==> config.mk <==
export PLATFORM = sky130hd
export DESIGN_NAME = pic_inta_sequencer
export DESIGN_NICKNAME = d
export VERILOG_FILES = /design/src/rtl/pic_inta_sequencer_pkg.sv /design/src/rtl/pic_priority_resolver.sv /design/src/rtl/pic_inta_sequencer.sv
export SDC_FILE = /design/constraint.sdc
export NUM_CORES = 1
export LEC_CHECK = 0
export CORE_MARGIN = 1.5
export CORE_UTILIZATION = 40
export DETAILED_ROUTE_END_ITERATION = 16
export PLACE_DENSITY = 0.73
export SYNTH_ARGS = -nofsm -noshare
export SYNTH_HDL_FRONTEND = slang
export SYNTH_SLANG_ARGS = --single-unit
export TNS_END_PERCENT = 10
==> constraint.sdc <==
create_clock -name clk -period 8.9 [get_ports clk]
set_input_delay 1.335 -clock clk [delete_from_list [all_inputs] [get_ports clk]]
set_output_delay 1.335 -clock clk [all_outputs]
set_load 0.05 [all_outputs]
==> src/rtl/pic_inta_sequencer_pkg.sv <==
// Shared types and widths for the 8259-style INTA sequencer.
package pic_inta_sequencer_pkg;

  localparam int unsigned NUM_IR  = 8;
  localparam int unsigned LEVEL_W = 3;
  localparam int unsigned BASE_W  = 5;
  localparam int unsigned VEC_W   = BASE_W + LEVEL_W;

  typedef enum logic [1:0] {
    IDLE  = 2'd0,
    ACK1  = 2'd1,
    WAIT2 = 2'd2,
    ACK2  = 2'd3
  } ack_state_e;

  // Vector byte driven on the second INTA pulse: T7..T3 from ICW2, level in T2..T0.
  typedef struct packed {
    logic [BASE_W-1:0]  base;
    logic [LEVEL_W-1:0] level;
  } vector_t;

endpackage

==> src/rtl/pic_priority_resolver.sv <==
// Rotating priority encoder: level lowest+1 has rank 0 (highest), lowest has rank 7.
module pic_priority_resolver
  import pic_inta_sequencer_pkg::*;
(
  input  logic [NUM_IR-1:0]  req,
  input  logic [LEVEL_W-1:0] lowest,
  output logic               valid_c,
  output logic [LEVEL_W-1:0] level_c,
  output logic [LEVEL_W-1:0] rank_c
);

  logic [LEVEL_W-1:0] cand;

  // Scan from lowest rank to highest so the highest-ranked set bit wins last.
  always_comb begin
    valid_c = 1'b0;
    level_c = '0;
    rank_c  = '0;
    cand    = '0;
    for (int r = NUM_IR - 1; r >= 0; r--) begin
      cand = lowest + LEVEL_W'(r + 1);
      if (req[cand]) begin
        valid_c = 1'b1;
        level_c = cand;
        rank_c  = LEVEL_W'(r);
      end
    end
  end

endmodule

==> src/rtl/pic_inta_sequencer.sv <==
// CPU side of the interrupt path: INT generation, two-pulse INTA handshake,
// ISR bookkeeping, vector drive and EOI / rotation handling.
module pic_inta_sequencer
  import pic_inta_sequencer_pkg::*;
#(
  parameter logic [LEVEL_W-1:0] SPURIOUS_LEVEL = 3'd7,
  parameter logic [LEVEL_W-1:0] ROTATE_RESET   = 3'd7
) (
  input  logic               clk,
  input  logic               reset_n,
  input  logic               inta_n,
  input  logic [NUM_IR-1:0]  irr,
  input  logic [BASE_W-1:0]  icw2_base,
  input  logic               aeoi,
  input  logic               rotate_en,
  input  logic               eoi_ns,
  input  logic               eoi_sp,
  input  logic [LEVEL_W-1:0] eoi_level,
  output logic               int_req,
  output logic               freeze,
  output logic [NUM_IR-1:0]  clear_interrupt_request,
  output logic [NUM_IR-1:0]  isr,
  output logic [VEC_W-1:0]   data_out,
  output logic               data_out_en
);

  ack_state_e         state_q, state_d;
  logic               inta_prev_q;
  logic [LEVEL_W-1:0] lowest_q, lowest_d;
  logic [LEVEL_W-1:0] level_q, level_d;
  logic               spurious_q, spurious_d;
  logic               int_req_d, freeze_d, data_out_en_d;
  logic [NUM_IR-1:0]  clear_d, isr_d;
  logic [VEC_W-1:0]   data_out_d;

  logic               fall_c, rise_c;
  logic               irr_valid_c, isr_valid_c;
  logic [LEVEL_W-1:0] irr_level_c, isr_level_c, irr_rank_c, isr_rank_c;
  vector_t            vec_c;

  assign fall_c = inta_prev_q & ~inta_n;
  assign rise_c = ~inta_prev_q & inta_n;
  assign vec_c  = '{base: icw2_base, level: level_q};

  pic_priority_resolver u_irr_res (
    .req     (irr),
    .lowest  (lowest_q),
    .valid_c (irr_valid_c),
    .level_c (irr_level_c),
    .rank_c  (irr_rank_c)
  );

  pic_priority_resolver u_isr_res (
    .req     (isr),
    .lowest  (lowest_q),
    .valid_c (isr_valid_c),
    .level_c (isr_level_c),
    .rank_c  (isr_rank_c)
  );

  // Next-state and next-output logic; EOI clears are applied before the ISR set.
  always_comb begin
    state_d       = state_q;
    int_req_d     = int_req;
    freeze_d      = freeze;
    clear_d       = '0;
    isr_d         = isr;
    data_out_d    = data_out;
    data_out_en_d = data_out_en;
    lowest_d      = lowest_q;
    level_d       = level_q;
    spurious_d    = spurious_q;

    if (eoi_sp) begin
      isr_d[eoi_level] = 1'b0;
      if (rotate_en) lowest_d = eoi_level;
    end else if (eoi_ns && isr_valid_c) begin
      isr_d[isr_level_c] = 1'b0;
      if (rotate_en) lowest_d = isr_level_c;
    end

    case (state_q)
      IDLE: begin
        if (fall_c) begin
          state_d   = ACK1;
          int_req_d = 1'b0;
          freeze_d  = 1'b1;
          if (irr_valid_c) begin
            level_d              = irr_level_c;
            spurious_d           = 1'b0;
            isr_d[irr_level_c]   = 1'b1;
            clear_d[irr_level_c] = 1'b1;
          end else begin
            level_d    = SPURIOUS_LEVEL;
            spurious_d = 1'b1;
          end
        end else begin
          int_req_d = irr_valid_c && (!isr_valid_c || (irr_rank_c < isr_rank_c));
        end
      end
      ACK1: begin
        if (rise_c) state_d = WAIT2;
      end
      WAIT2: begin
        if (fall_c) begin
          state_d       = ACK2;
          data_out_d    = vec_c;
          data_out_en_d = 1'b1;
        end
      end
      ACK2: begin
        if (rise_c) begin
          state_d       = IDLE;
          data_out_en_d = 1'b0;
          freeze_d      = 1'b0;
          if (aeoi && !spurious_q) begin
            isr_d[level_q] = 1'b0;
            if (rotate_en) lowest_d = level_q;
          end
        end
      end
      default: state_d = IDLE;
    endcase
  end

  always_ff @(posedge clk or negedge reset_n) begin
    if (!reset_n) begin
      state_q                 <= IDLE;
      inta_prev_q             <= 1'b1;
      lowest_q                <= ROTATE_RESET;
      level_q                 <= '0;
      spurious_q              <= 1'b0;
      int_req                 <= 1'b0;
      freeze                  <= 1'b0;
      clear_interrupt_request <= '0;
      isr                     <= '0;
      data_out                <= '0;
      data_out_en             <= 1'b0;
    end else begin
      state_q                 <= state_d;
      inta_prev_q             <= inta_n;
      lowest_q                <= lowest_d;
      level_q                 <= level_d;
      spurious_q              <= spurious_d;
      int_req                 <= int_req_d;
      freeze                  <= freeze_d;
      clear_interrupt_request <= clear_d;
      isr                     <= isr_d;
      data_out                <= data_out_d;
      data_out_en             <= data_out_en_d;
    end
  end

endmodule

==> impl_results.md, run 1 <==
* Diodes inserted at 0
* Die Y at between 90 and 100 um
* CTS sink count at 37
* Critical path required time at between 9 and 10 ns
* TritonCTS clock tree: done
* Longest Clk Path Bufs at 2
* Synthesized Nets at 436
* Initial antenna violation count at 0
* Setup Buffers After CTS at 0
* Met2 routing resource usage after global routing at 35.6%
* Flip-flop and latch count after synthesis at 37
* Number of design rule violations left after detail routing at 0
* Number of port buffers at 49
* Largest net degree at the start of global routing at 38
* First-pass GRT wire length at ~17 mm
* Met1 layer usage reported by global route at 28.0%
* Sum of negative setup slack at 0 ns
* Synth Flop Type: sky130_fd_sc_hd__dfrtp_1
* Core Box Area at 9150 sq um
* Drt wl/cell at 18.5 um
* HPWL after detailed placement at 7.78 mm
* Area of combinational cells with multiple inputs at around 2600 sq um
* Part of the cycle the worst path needs at between 50% and 60%
* Worst Setup End Kind: flip-flop
* Type of the worst setup path: flip-flop to flip-flop
* Number of max-cap violations at 0
* DRT iter0 DRCs at 194
* Number of failing hold endpoints at the final stage at 0
* Number of cells produced by synthesis at between 400 and 500
* Startpoint type of the worst setup path: flip-flop
* Layout-stage area growth over the synthesis result at 17.3%
* Post-synthesis cell type count at 80
* Clock Skews at just under 0.005 ns
* Post-synth design cell area at approximately 3700 sq um
* Status: complete, no violations
* Pins Over Slew Limit at 0
* Router iterations before antenna repair at 5
* Total setup violations reported at the end of the flow at 0
* Global-route usage over all layers at 21.0%
* Number of enable-type register cells in the synthesized netlist at 0
* Grt met3 use at around 2.6%
* Clock latency reported for the late side of the worst-skew pair at a little under 0.3 ns
* Via-per-instance ratio at 6.41
* Fin crit period at ~4.8 ns
* Proportion of layout cells with a drive suffix above 1 at 15.2%
* Pin slew with the least headroom to its limit at 1.02 ns
* Crit path arrival time at ~5 ns
* Relative slew slack at a little under a third
* Clock edge transition at the registers on the reported setup and hold paths at 0.07 ns
* Horizontal extent of the die at around 100 um
* Row count at 35
* Setup slack of the most critical reg-to-reg path at slightly above 4 ns
* Async set-reset flop share out of synthesis at 100%
* Via count at about 3600
* Total of cells resized after clock tree synthesis at 0
* CTS H-Tree Depth at 2
* Share of the yosys chip area belonging to registers at 25.0%
* Starting density of the core at roughly two fifths
* Most congested layer reported by global routing: met2
* Biggest fanout along the worst timing path at 33
* Weighted congestion reported at the end of routability-driven placement at between 0.9 and 1
* Type of the worst min-delay path: flip-flop to flip-flop
* Total wire length after detailed routing at between 10 and 15 mm
* Startpoint of the most critical setup path: lowest_q[0]$_DFF_PN1_
* Filler Cells Inserted at approximately 850
* Die area at 9910 sq um
* ANT nets after route at 0
* Yosys warns at 0
* Area after DPL at ~4300 sq um
* Number of CTS-inserted buffers at 5
* Clock Tree Root: sky130_fd_sc_hd__clkbuf_8
* Finished layout cell area at 4370 sq um
* Maximum operating frequency at roughly 210 MHz
* Final #Nets at ~480
* Hold buffer count at cts at 0
* FF/Latch Area at ~930 sq um
* Number of global-route vias before repair at 3463
* Unrepaired setup endpoints after global routing: false
* Mean area per synthesized cell at 9.20 sq um
* Residual overflow from global routing at 0
* Top Ports at 50
* Worst R2R Start: lowest_q[0]$_DFF_PN1_
* Startpoint of the worst hold path: spurious_q$_DFFE_PN0P_
-- cell type report --
type,count,area share [%]
clock buffer,6,1.66
clock inverter,2,0.887
inverter,13,1.12
multi-input combinational,338,60.5
sequential,37,21.3
tap,111,3.18
timing repair buffer,50,11.4
-- routing by layer --
layer	share of wire, %	wire length [um]
met5	0	0
met1	43	4440
met4	1.6	165
met3	5.8	594
met2	50	5120
-- cell usage in the layout, fill, tap and decap left out, types with 3 or more instances in the layout --
master                            instances
sky130_fd_sc_hd__nand4_1                  5
sky130_fd_sc_hd__clkbuf_8                 5
sky130_fd_sc_hd__o21ai_1                  4
sky130_fd_sc_hd__a21o_1                   5
sky130_fd_sc_hd__and3b_1                  3
sky130_fd_sc_hd__mux2i_1                 10
sky130_fd_sc_hd__o22ai_1                  7
sky130_fd_sc_hd__o32ai_1                  4
sky130_fd_sc_hd__dfstp_2                  4
sky130_fd_sc_hd__mux2_2                  16
sky130_fd_sc_hd__a31oi_1                  6
sky130_fd_sc_hd__o221ai_1                 5
sky130_fd_sc_hd__and3_1                   4
sky130_fd_sc_hd__o2bb2ai_1                3
sky130_fd_sc_hd__mux4_2                  23
sky130_fd_sc_hd__nand2_1                 43
sky130_fd_sc_hd__ha_1                     8
sky130_fd_sc_hd__nor2_1                  27
sky130_fd_sc_hd__o31ai_1                  4
sky130_fd_sc_hd__o21a_1                   5
sky130_fd_sc_hd__a21oi_1                 16
sky130_fd_sc_hd__nor2b_1                  8
sky130_fd_sc_hd__nor3_1                  12
sky130_fd_sc_hd__nand3_1                 12
sky130_fd_sc_hd__inv_1                   10
sky130_fd_sc_hd__a22oi_1                  3
sky130_fd_sc_hd__a211oi_1                 5
sky130_fd_sc_hd__and2_1                   8
sky130_fd_sc_hd__nand2b_1                13
sky130_fd_sc_hd__o21ai_0                 23
sky130_fd_sc_hd__dfrtp_1                 33
sky130_fd_sc_hd__clkdlybuf4s50_1         49
-- final timing paths --
check,depth (start not counted),endpoint
worst max register to register,10,isr[7]$_DFF_PN0_
worst min register to register,2,spurious_q$_DFFE_PN0P_
worst max-delay path,10,isr[7]$_DFF_PN0_
min in group asynchronous,2,clear_interrupt_request[4]$_DFF_PN0_
worst min-delay path,2,spurious_q$_DFFE_PN0P_
max in group asynchronous,2,lowest_q[1]$_DFF_PN1_
-- cells by family after synthesis --
kind of cell | after synthesis | synth area share [%]
AND/OR/NAND/NOR | 152 | 20.8
AO/OA/AOI/OAI | 120 | 23.1
multiplexers | 53 | 23.0
flip-flops | 37 | 25.0
buffers and inverters | 30 | 4.13
adder cells (fa/ha/maj) | 8 | 2.69
XOR/XNOR | 5 | 1.38
-- registers in the layout (all words and copies together) (netlist names) --
register,flops
inta_prev_q,1
freeze,1
isr,8
state_q,2
lowest_q,3
level_q,3
data_out,8
clear_interrupt_request,8
data_out_en,1
int_req,1
spurious_q,1
-- critical path, cell delays in order (launching register included) --
cell and delay (ns):
sky130_fd_sc_hd__dfstp_2 1.06, sky130_fd_sc_hd__inv_2 0.14, sky130_fd_sc_hd__ha_1 1.01, sky130_fd_sc_hd__mux4_2 0.68
sky130_fd_sc_hd__mux2i_2 0.35, sky130_fd_sc_hd__nand3_1 0.24, sky130_fd_sc_hd__a311o_1 0.33, sky130_fd_sc_hd__o21ai_2 0.31
sky130_fd_sc_hd__inv_2 0.06, sky130_fd_sc_hd__or3_4 0.41, sky130_fd_sc_hd__o32ai_1 0.11
-- through the flow --
stage	hold slack, ns	utilization, %	cells	setup slack [ns]
6_report	0.496	47.8	557	4.10
5_1_grt	0.514	47.8	557	3.71
4_1_cts	0.489	47.8	557	4.08
3_5_place_dp	0.472	46.5	549	4.11
3_3_place_gp	0.463	46.5	549	4.25
2_1_floorplan	0.446	-	405	4.99
-- Yosys cell counts (all sizes together), types with 3 or more instances --
| cell type | n | area, sq um |
|---|---|---|
| a211oi | 5 | 37.5 |
| a21o | 5 | 37.5 |
| a21oi | 16 | 80.1 |
| a22oi | 3 | 22.5 |
| a31oi | 7 | 50.1 |
| and2 | 9 | 56.3 |
| and3 | 4 | 25.0 |
| and3b | 3 | 26.3 |
| buf | 12 | 86.3 |
| clkbuf | 5 | 18.8 |
| dfrtp | 33 | 826 |
| dfstp | 4 | 105 |
| ha | 8 | 100 |
| inv | 12 | 45.1 |
| mux2 | 18 | 203 |
| mux2i | 12 | 136 |
| mux4 | 23 | 518 |
| nand2 | 43 | 161 |
| nand2b | 13 | 81.3 |
| nand3 | 12 | 60.1 |
| nand4 | 5 | 31.3 |
| nor2 | 28 | 108 |
| nor2b | 8 | 50.1 |
| nor3 | 12 | 60.1 |
| o21a | 5 | 37.5 |
| o21ai | 28 | 144 |
| o221ai | 6 | 58.8 |
| o22ai | 7 | 43.8 |
| o2bb2ai | 3 | 26.3 |
| o31ai | 4 | 30.0 |
| o32ai | 4 | 35.0 |
| or2 | 4 | 25.0 |
| or3 | 4 | 35.0 |
| xnor2 | 3 | 33.8 |
Power of run 1 is left out: the tool's default activity adds up to more than one toggle a clock period on the data nets, which glitch-free logic cannot reach.
==> run 2, diff against run 1 <==
--- a/config.mk
+++ b/config.mk
@@ -8,7 +8,7 @@
 export CORE_MARGIN = 1.5
 export CORE_UTILIZATION = 40
 export DETAILED_ROUTE_END_ITERATION = 16
-export PLACE_DENSITY = 0.73
+export PLACE_DENSITY = 0.76
 export SYNTH_ARGS = -nofsm -noshare
 export SYNTH_HDL_FRONTEND = slang
 export SYNTH_SLANG_ARGS = --single-unit
==> constraint.sdc (replaced) <==
create_clock -name clk -period 4.4 [get_ports clk]
set_input_delay 0.66 -clock clk [delete_from_list [all_inputs] [get_ports clk]]
set_output_delay 0.66 -clock clk [all_outputs]
set_load 0.05 [all_outputs]
==> impl_results.md, run 2 (synthesized netlist as in run 1, its figures left out) <==
* Filler Cells Inserted at 839 (was 851)
* FF/Latch Area at 931 sq um (unchanged)
* Die area at 9910 sq um (unchanged)
* Clock latency reported for the late side of the worst-skew pair at 0.29 ns (about the same)
* Startpoint of the most critical setup path: lowest_q[1]$_DFF_PN1_ (was lowest_q[0]$_DFF_PN1_)
* Crit path arrival time at 4.17 ns (was 5.00 ns)
* Largest net degree at the start of global routing at 38 (unchanged)
* HPWL after detailed placement at 7.69 mm (was 7.78 mm)
* CTS sink count at 37 (unchanged)
* Worst R2R Start: lowest_q[1]$_DFF_PN1_ (was lowest_q[0]$_DFF_PN1_)
* Final #Nets at 482 (was 476)
* Type of the worst min-delay path: flip-flop to flip-flop (unchanged)
* Drt wl/cell at 18.1 um (was 18.5 um)
* Maximum operating frequency at 254 MHz (was 208 MHz)
* Number of CTS-inserted buffers at 5 (unchanged)
* Area of combinational cells with multiple inputs at 2640 sq um (unchanged)
* Via-per-instance ratio at 6.31 (was 6.41)
* Startpoint of the worst hold path: spurious_q$_DFFE_PN0P_ (unchanged)
* Number of max-cap violations at 0 (unchanged)
* TritonCTS clock tree: done (unchanged)
* Initial antenna violation count at 0 (unchanged)
* Pin slew with the least headroom to its limit at 0.685 ns (was 1.02 ns)
* Starting density of the core at 40.7% (unchanged)
* Top library cells by usage in the layout, fill and taps aside: 49 x sky130_fd_sc_hd__clkdlybuf4s50_1, 43 x sky130_fd_sc_hd__nand2_1, 33 x sky130_fd_sc_hd__dfrtp_1 (unchanged)
* Top Ports at 50 (unchanged)
* Total of cells resized after clock tree synthesis at 0 (unchanged)
* Post-route met1 wirelength at 4.34 mm (was 4.44 mm)
* Clock Tree Root: sky130_fd_sc_hd__clkbuf_8 (unchanged)
* Weighted congestion reported at the end of routability-driven placement at 0.928 (was 0.908)
* Regs by FF count: clear_interrupt_request x8, data_out x8, isr x8 (unchanged)
* Proportion of layout cells with a drive suffix above 1 at 16.6% (was 15.2%)
* Critical path required time at 4.63 ns (was 9.09 ns)
* Length of routed met3 wiring at 669 um (was 594 um)
* Relative slew slack at 54.0% (was 31.7%)
* Non-Filler Instances at 563 (was 557)
* Setup Buffers After CTS at 0 (unchanged)
* ANT nets after route at 0 (unchanged)
* Status: complete, no violations (unchanged)
* Layout-stage area growth over the synthesis result at 18.7% (was 17.3%)
* DRT iter0 DRCs at 266 (was 194)
* Setup slack of the most critical reg-to-reg path at 0.47 ns (was 4.10 ns)
* Top routing layer used: met4 (unchanged)
* Via count at 3554 (was 3571)
* Longest Clk Path Bufs at 2 (unchanged)
* Number of port buffers at 49 (unchanged)
* DP Cell Count at 555 (was 549)
* Sum of met2 wire segment lengths after detailed routing at 5.05 mm (was 5.12 mm)
* Fin crit period at 3.93 ns (was 4.80 ns)
* Total wire length after detailed routing at 10.2 mm (was 10.3 mm)
* Number of design rule violations left after detail routing at 0 (unchanged)
* Most common cell after layout, fill and taps aside: sky130_fd_sc_hd__clkdlybuf4s50_1 (unchanged)
* CTS H-Tree Depth at 2 (unchanged)
* Router iterations before antenna repair at 6 (was 5)
* Biggest fanout along the worst timing path at 13 (was 33)
* Startpoint type of the worst setup path: flip-flop (unchanged)
* Horizontal extent of the die at 99.5 um (unchanged)
* Pins Over Slew Limit at 0 (unchanged)
* Unrepaired setup endpoints after global routing: false (unchanged)
* Row count at 35 (unchanged)
* Global-route usage over all layers at 21.1% (was 21.0%)
* Total setup violations reported at the end of the flow at 0 (unchanged)
* Die Y at 99.5 um (unchanged)
* Number of failing hold endpoints at the final stage at 0 (unchanged)
* Residual overflow from global routing at 0 (unchanged)
* Hold buffer count at cts at 0 (unchanged)
* Type of the worst setup path: flip-flop to flip-flop (unchanged)
* First-pass GRT wire length at 17.2 mm (was 16.8 mm)
* Clock Skews at 0.00554 ns (was 0.00492 ns)
* Number of global-route vias before repair at 3425 (was 3463)
* Diodes inserted at 0 (unchanged)
* Worst Setup End Kind: flip-flop (unchanged)
* Core Box Area at 9150 sq um (unchanged)
* Clock edge transition at the registers on the reported setup and hold paths at 0.07 ns (about the same)
* Sum of negative setup slack at 0 ns (unchanged)
* Part of the cycle the worst path needs at 89.4% (was 54.0%)
-- run 2: changes by cell type in the layout (fill, tap and decap cells not counted) --
cell,before,now
sky130_fd_sc_hd__clkinv_4,1,0
sky130_fd_sc_hd__clkbuf_8,5,6
sky130_fd_sc_hd__clkbuf_1,1,0
sky130_fd_sc_hd__clkinvlp_4,0,1
sky130_fd_sc_hd__buf_4,1,7
-- run 2: area by class of cell --
cell class              count  area share (%)
inverters                  13            1.10
multi-input cells         338            59.7
clock inverters             2           0.848
well taps                 111            3.14
repair buffers             56            12.3
flip-flops and latches     37            21.0
clock buffers               6            1.87
-- run 2: final timing paths --
check                                    endpoint  depth (start not counted)
max reg2reg                   int_req$_DFFE_PN0P_                         15
min in group asynchronous        isr[3]$_DFF_PN0_                          2
max                           int_req$_DFFE_PN0P_                         15
min reg2reg                spurious_q$_DFFE_PN0P_                          2
max in group asynchronous   inta_prev_q$_DFF_PN1_                          2
min                        spurious_q$_DFFE_PN0P_                          2
-- run 2: metrics by stage --
step	setup WS [ns]	hold slack (ns)	util, %	instance area [sq um]
after floorplan	0.488	0.364	-	3730
after global placement	0.738	0.462	47.0	4300
after detailed placement	0.555	0.466	47.0	4300
after CTS	0.520	0.482	48.3	4420
after global routing	0.153	0.526	48.3	4420
final	0.466	0.482	48.3	4420
-- run 2: critical path, cell delays in order (launching register included) --
cell	delay (ns)
sky130_fd_sc_hd__dfstp_2	0.53
sky130_fd_sc_hd__inv_1	0.09
sky130_fd_sc_hd__ha_1	0.53
sky130_fd_sc_hd__buf_4	0.29
sky130_fd_sc_hd__mux4_2	0.61
sky130_fd_sc_hd__nand2_1	0.12
sky130_fd_sc_hd__and2_1	0.15
sky130_fd_sc_hd__nand2_1	0.05
sky130_fd_sc_hd__and3_1	0.16
sky130_fd_sc_hd__o21ai_0	0.30
sky130_fd_sc_hd__ha_1	0.30
sky130_fd_sc_hd__o21a_1	0.10
sky130_fd_sc_hd__o21a_1	0.16
sky130_fd_sc_hd__o31ai_1	0.24
sky130_fd_sc_hd__o21ai_0	0.15
sky130_fd_sc_hd__nand2_1	0.09
-- run 2: per-layer routing --
metal  GRT usage [%]  vias up
met1            28.0     1721
met3            3.37       15
met2            36.0      168
met4            5.63        0
li1                -     1650
met5               0        -
Power of run 2 is left out for the same reason.
